## config.mk

```make
export PLATFORM = sky130hd
export DESIGN_NAME = pulse_gen_multi
export DESIGN_NICKNAME = d
export VERILOG_FILES = /design/src/rtl/pulse_gen_multi.sv
export SDC_FILE = /design/constraint.sdc
export NUM_CORES = 1
export LEC_CHECK = 0
export BUFFER_PORTS_ARGS = -buffer_cell sky130_fd_sc_hd__buf_2
export CORE_ASPECT_RATIO = 1.75
export CORE_MARGIN = 2
export CORE_UTILIZATION = 35
export DETAILED_ROUTE_END_ITERATION = 16
export GPL_ROUTABILITY_DRIVEN = 0
export PLACE_DENSITY_LB_ADDON = 0.15
export SLEW_MARGIN = 10
export SYNTH_ARGS = -nofsm -noshare
export SYNTH_HDL_FRONTEND = slang
export SYNTH_SLANG_ARGS = --single-unit
```

## constraint.sdc

```tcl
create_clock -name clk -period 3.7 [get_ports clk]
set_input_delay 0.37 -clock clk [delete_from_list [all_inputs] [get_ports clk]]
set_output_delay 0.37 -clock clk [all_outputs]
set_load 0.05 [all_outputs]
```

## src/rtl/pulse_gen_multi.sv

```systemverilog
// Multi-channel programmable pulse generator: each channel runs a wrapping
// counter that produces a tick at the start of every period and a pulse for high_len cycles.
module pulse_gen_multi #(
  parameter int NUM_CH = 4,
  parameter int CNT_W  = 32,
  parameter int CH_W   = 2
) (
  input  logic              clk,
  input  logic              rst_n,
  input  logic              cfg_we,
  input  logic [CH_W-1:0]   cfg_ch,
  input  logic [1:0]        cfg_sel,
  input  logic [CNT_W-1:0]  cfg_wdata,
  output logic [NUM_CH-1:0] pulse_out,
  output logic [NUM_CH-1:0] tick_out,
  output logic [NUM_CH-1:0] busy
);

  typedef enum logic [1:0] {
    SEL_PERIOD = 2'd0,
    SEL_HIGH   = 2'd1,
    SEL_CTRL   = 2'd2,
    SEL_RSVD   = 2'd3
  } sel_e;

  logic [CNT_W-1:0]  r_period [NUM_CH];
  logic [CNT_W-1:0]  r_high   [NUM_CH];
  logic [CNT_W-1:0]  r_cnt    [NUM_CH];
  logic [NUM_CH-1:0] r_oneShot;
  logic [NUM_CH-1:0] r_run;
  logic [NUM_CH-1:0] w_wrCh;

  // Out-of-range channel numbers match no channel, so such writes fall away.
  always_comb begin
    w_wrCh = '0;
    for (int i = 0; i < NUM_CH; i++) begin
      w_wrCh[i] = cfg_we && (cfg_ch == CH_W'(i));
    end
  end

  always_ff @(posedge clk) begin
    if (!rst_n) begin
      for (int i = 0; i < NUM_CH; i++) begin
        r_period[i]  <= '0;
        r_high[i]    <= '0;
        r_cnt[i]     <= '0;
        r_oneShot[i] <= 1'b0;
        r_run[i]     <= 1'b0;
      end
    end else begin
      for (int i = 0; i < NUM_CH; i++) begin
        if (w_wrCh[i] && (cfg_sel == SEL_PERIOD)) begin
          r_period[i] <= cfg_wdata;
        end
        if (w_wrCh[i] && (cfg_sel == SEL_HIGH)) begin
          r_high[i] <= cfg_wdata;
        end
        // A control write wins over this cycle's wrap or one-shot stop.
        if (w_wrCh[i] && (cfg_sel == SEL_CTRL)) begin
          r_run[i] <= cfg_wdata[0];
          r_cnt[i] <= '0;
          if (cfg_wdata[0]) begin
            r_oneShot[i] <= cfg_wdata[1];
          end
        end else if (r_run[i]) begin
          if (r_cnt[i] >= r_period[i]) begin
            r_cnt[i] <= '0;
            if (r_oneShot[i]) begin
              r_run[i] <= 1'b0;
            end
          end else begin
            r_cnt[i] <= r_cnt[i] + CNT_W'(1);
          end
        end else begin
          r_cnt[i] <= '0;
        end
      end
    end
  end

  always_comb begin
    pulse_out = '0;
    tick_out  = '0;
    busy      = '0;
    for (int i = 0; i < NUM_CH; i++) begin
      pulse_out[i] = r_run[i] && (r_cnt[i] < r_high[i]);
      tick_out[i]  = r_run[i] && (r_cnt[i] == '0);
      busy[i]      = r_run[i];
    end
  end

endmodule

```

* Word level (Yosys, flattened, before mapping)
Memories as Yosys holds them, arrays and structs flattened.
Index checks and enable logic that the tools add are counted.
** Storage, ports and cells
- Register bits after elaboration :: 8
- Bits in writable memories :: 384
- Bits of input ports :: 39
- Logic and storage cells :: 216
- Memories kept :: 3
** Cells by class
- Add/subtract/negate cells :: 4
- Order comparisons :: 8
- Eq/ne operators :: 5
- Muxes and demuxes :: 133
- Bitwise operators :: 24
- Reductions and logical operators :: 34
** Memories
- r_cnt :: words 4, width 32, read ports 4, clocked after Yosys merged registers in 0, write ports 4, RTL line 28 : logic [CNT_W-1:0] r_cnt [NUM_CH];
- r_high :: words 4, width 32, read ports 4, clocked after Yosys merged registers in 0, write ports 4, RTL line 27 : logic [CNT_W-1:0] r_high [NUM_CH];
- r_period :: words 4, width 32, read ports 4, clocked after Yosys merged registers in 0, write ports 4, RTL line 26 : logic [CNT_W-1:0] r_period [NUM_CH];
** Operators with widths (count)
- 32-bit 2-to-1 mux :: 24
- 32-bit by 1-bit adder with 32-bit output, second input constant :: 4
- 32-bit greater-or-equal comparator :: 4
- 32-bit logical NOT :: 4
- 32-bit less-than comparator :: 4
- 1-bit 2-to-1 mux :: 109
- 1-bit logical AND :: 24
- 1-bit OR :: 24
- 2-bit AND reduction :: 4
- 2-bit equality test, second input constant :: 3
- 2-bit by 1-bit equality test with 1-bit output, second input constant :: 2
- 2-bit logical NOT :: 2

* Depth between registers and ports, before layout
- Depth in word-level cells :: 10
- Gate-level depth with buffers :: 9
- Mapped depth without buffers :: 8

* Least setup slack after synthesis
OpenSTA, ideal clock, no wires.
- Path type :: input-to-reg
- Start :: input port cfg_ch[0]
- End :: memory r_high[0][0] (enable)
- Library setup time :: 0.466 ns
- Data arrival time :: 3.290 ns
- Data required time :: 3.234 ns
- Path slack :: -0.056 ns
- Cell stages on the path :: 3
- Path through :: or3b_2 > clkbuf_1 > o21ai_0
** RTL lines
- from (decl) :: RTL line 11 : input logic [CH_W-1:0] cfg_ch,
- to (decl) :: RTL line 27

==> summary.md <==
| Metric | Value |
|---|---|
| Overall power after layout | 10.9 mW |
| Number of standard-cell rows in the floorplan | between 100 and 150 |
| Final number of max-transition violations | 0 |
| Max Clock Freq | approximately 290 MHz |
| Most used flip-flop cell after synthesis | edfxtp_1 |
| Clock transition time at the flip-flop clock pins of the worst setup and hold paths | approximately 60 ps |
| DRC violations left | 0 |
| Antenna violations before repair | 6 |
| Critical path capture point type | output pin |
| Skew final | around 23 ps |
| Root cell of the clock tree | clkbuf_16 |
| Final worst setup slack | between 200 and 250 ps |
| Total instance count after detailed placement | 3188 |
| Required time of the worst setup path | ~3300 ps |
| CTS Buf Count | 40 |
| Post-cts gate resize count | 0 |
| Worst slew margin relative to its limit | 54.7% |
| Die boundary height | between 300 and 400 µm |
| Number of enable-type register cells in the synthesized netlist | around 380 |
| Total of max-cap violations | 0 |
| Post-synth design cell area | between 20000 and 25000 µm² |
| Clock tree from TritonCTS | done |
| Final hold viol count | 0 |
| Largest area contributor in the synthesized netlist | edfxtp_1 |
| Cell variety after synth | 61 |
| Critical Path AT | around 3100 ps |
| Starting density of the core | roughly a third |
| Final cycle utilization of the critical path | between 90% and 100% |
| Wire length of the first global-routing pass | 96900 µm |
| Final setup violation count | 0 |
| Register bit count reported by yosys | between 300 and 400 |
| Count of boundary I/O pins | slightly above 50 |
| Final instance count without filler cells | around 3300 |
| Drt pass-1 iters | 7 |
| Type of the worst setup path | flip-flop to output pin |
| Core Footprint | around 66000 µm² |
| Number of levels the H-tree was split into | 2 |
| Number of vias in the routed layout | 15900 |
| Biggest area contributors in the synthesized netlist | edfxtp_1 (50%), ha_1 (14%), and2_1 (7.0%), inv_1 (4.5%), xor2_1 (2.9%) |
| Share of the yosys chip area belonging to registers | between 50% and 60% |
| Static power due to leakage | 11.1 nW |
| Async set-reset flop share out of synthesis | 0% |
| Tightest Hold Check Type | primary input to flip-flop |
| Final HPWL from detailed placement | 44900 µm |
| Remaining antenna violation count after routing | 0 |
| Insertion delay to the later sink of the worst-skew pair | between 500 and 600 ps |
| Detailed router's first-iteration violation count | 694 |
| Actual transition at the worst max-transition pin | 662 ps |
| Fraction of post-synthesis cell area in the top cell type by area | 49.6% |
| Average wire per cell in the routed design | 19.6 µm |
| Total GRT Usage | about a fifth |
| Cell types with the highest counts after synthesis | edfxtp_1 (384), inv_1 (280), and2_1 (260), ha_1 (260), nor2_1 (154) |
| CTS Sinks | 392 |
| Power density of the placed cells | ~410 nW/µm² |
| RSZ-0062 raised after global routing | false |
| Final Core Density | approximately 40% |
| Average footprint of a synthesized cell | 10.9 µm² |
| Largest buffer count on any clock path | 3 |
| Maximum number of pins on one net before global-route repair | 34 |
| Vias per Instance | 4.87 |
| Total length of routed wires | roughly 64000 µm |
| Most numerous cell in the Yosys netlist | edfxtp_1 |
| Nets | 2640 |
| Crit-path max FO | 6 |
| Number of buffers inserted by hold repair at cts | 0 |
| Die Width | 199 µm |
| Worst setup timing slack at the placement stage | 675 ps |
| Total negative setup slack | 0 ps |
| Run status | finished clean |
| Maximum VDD drop | approximately 0.28 mV |
| Count of buffers inserted at the top-level ports | 50 |
| Area Growth Syn to Fin | 14.0% |
| Fin crit period | ~3500 ps |
| Yosys warnings | 0 |
| Gate Count Post-Synth | 2141 |
| Gr ovfl total | 0 |
| Via count of the first global-routing pass | roughly 16000 |
| Die Footprint | a little under 70000 µm² |
| Share of post-route cells with drive strength above 1 | approximately 7.4% |
| Post-CTS setup repair buffer count | 0 |
| Crit path launch type | flip-flop |
| Count of fill cells added during filler insertion | 6561 |
worst max-delay path, cell delays in order, from the launching register on:
cell,delay [ps]
edfxtp_1,480
ha_1,350
a22o_1,230
nor4_1,230
o21ai_0,130
a211o_1,340
a221o_1,320
a21oi_1,210
buf_4,240
where the power goes:
group          switching (mW)  internal [mW]  total, mW  leakage (nW)
Sequential              0.244           5.15       5.39          3.84
Combinational           0.765          0.432       1.20          6.57
Clock                    1.80           2.56       4.36         0.679
Total                    2.81           8.14       10.9          11.1
per-stage QoR:
stage | hold slack (ps) | area [µm²]
6_report | 266 | 26500
5_1_grt | 252 | 26500
4_1_cts | 250 | 26500
3_5_place_dp | 473 | 25100
3_3_place_gp | 462 | 25100
2_1_floorplan | 454 | 23700
final timing paths:
| path | start | end | slack (ps) | cells after the start |
|---|---|---|---|---|
| setup / recovery | r_cnt[1][5] | pulse_out[1] | 210 | 8 |
| hold / removal | cfg_wdata[1] | r_oneShot[1] | 270 | 3 |
| setup reg to reg | r_cnt[3][17] | r_cnt[3][18] | 800 | 8 |
| hold reg to reg | r_oneShot[1] | r_oneShot[1] | 480 | 2 |
sequential cells by signal (all words and copies together), names as in the netlist:
register,cells
r_high,128
r_period,128
busy,4
r_cnt,128
r_oneShot,4
final cells by class:
class                           instances  area (µm²)  share of cell area [%]
Sequential cell                       392       11700                    44.1
Clock buffer                           56        1170                    4.42
Multi-Input combinational cell       1549       10800                    40.7
Tap cell                              889        1110                    4.20
Clock inverter                         17         218                   0.821
Timing Repair Buffer                   78         463                    1.75
Inverter                              280        1050                    3.97
Antenna cell                            1        2.50                 0.00944
placed cells by master (no fill, tap or decap), types with 7 or more instances in the layout:
cell | Yosys | final
buf_2 | 8 | 49
dfxtp_1 | 8 | 8
ha_1 | 260 | 260
clkbuf_16 | 0 | 41
o21ai_2 | 0 | 7
clkbuf_8 | 0 | 9
o21ai_0 | 52 | 44
nor3_1 | 46 | 46
nor4_1 | 30 | 30
o211ai_1 | 8 | 8
nor2b_1 | 9 | 9
conb_1 | 1 | 128
and3_1 | 28 | 28
nor4b_1 | 9 | 9
xor2_1 | 76 | 76
xnor2_1 | 44 | 44
nand3_1 | 54 | 54
nand2_1 | 86 | 86
nand2b_1 | 8 | 8
and4_1 | 20 | 20
edfxtp_1 | 384 | 384
and2_1 | 260 | 260
nor2_1 | 154 | 154
a21oi_1 | 80 | 80
inv_1 | 280 | 280
buf_4 | 0 | 29
a21o_1 | 22 | 22
nand4_1 | 80 | 80
a211oi_1 | 13 | 13
cell families after synthesis:
group                      count (synthesis)  synth area share, %
AOI/OAI and AO/OA                        226                 6.22
DFF                                      392                 50.3
adders and majority gates                260                 14.0
other                                      1               0.0161
xor gates and xnor gates                 120                 4.52
buffers and inverters                    327                 5.52
and+or+nand+nor                          815                 19.4
routing by layer:
layer  part of all wire, %  up-vias  track usage [%]
met5                 0.020        -                0
met1                    40     7760             21.7
met3                   2.6       85             1.93
met4                   3.3        2             6.58
li1                      -     7857                -
met2                    54      196             36.5
No activity file was read; power rests on OpenSTA's default activity.
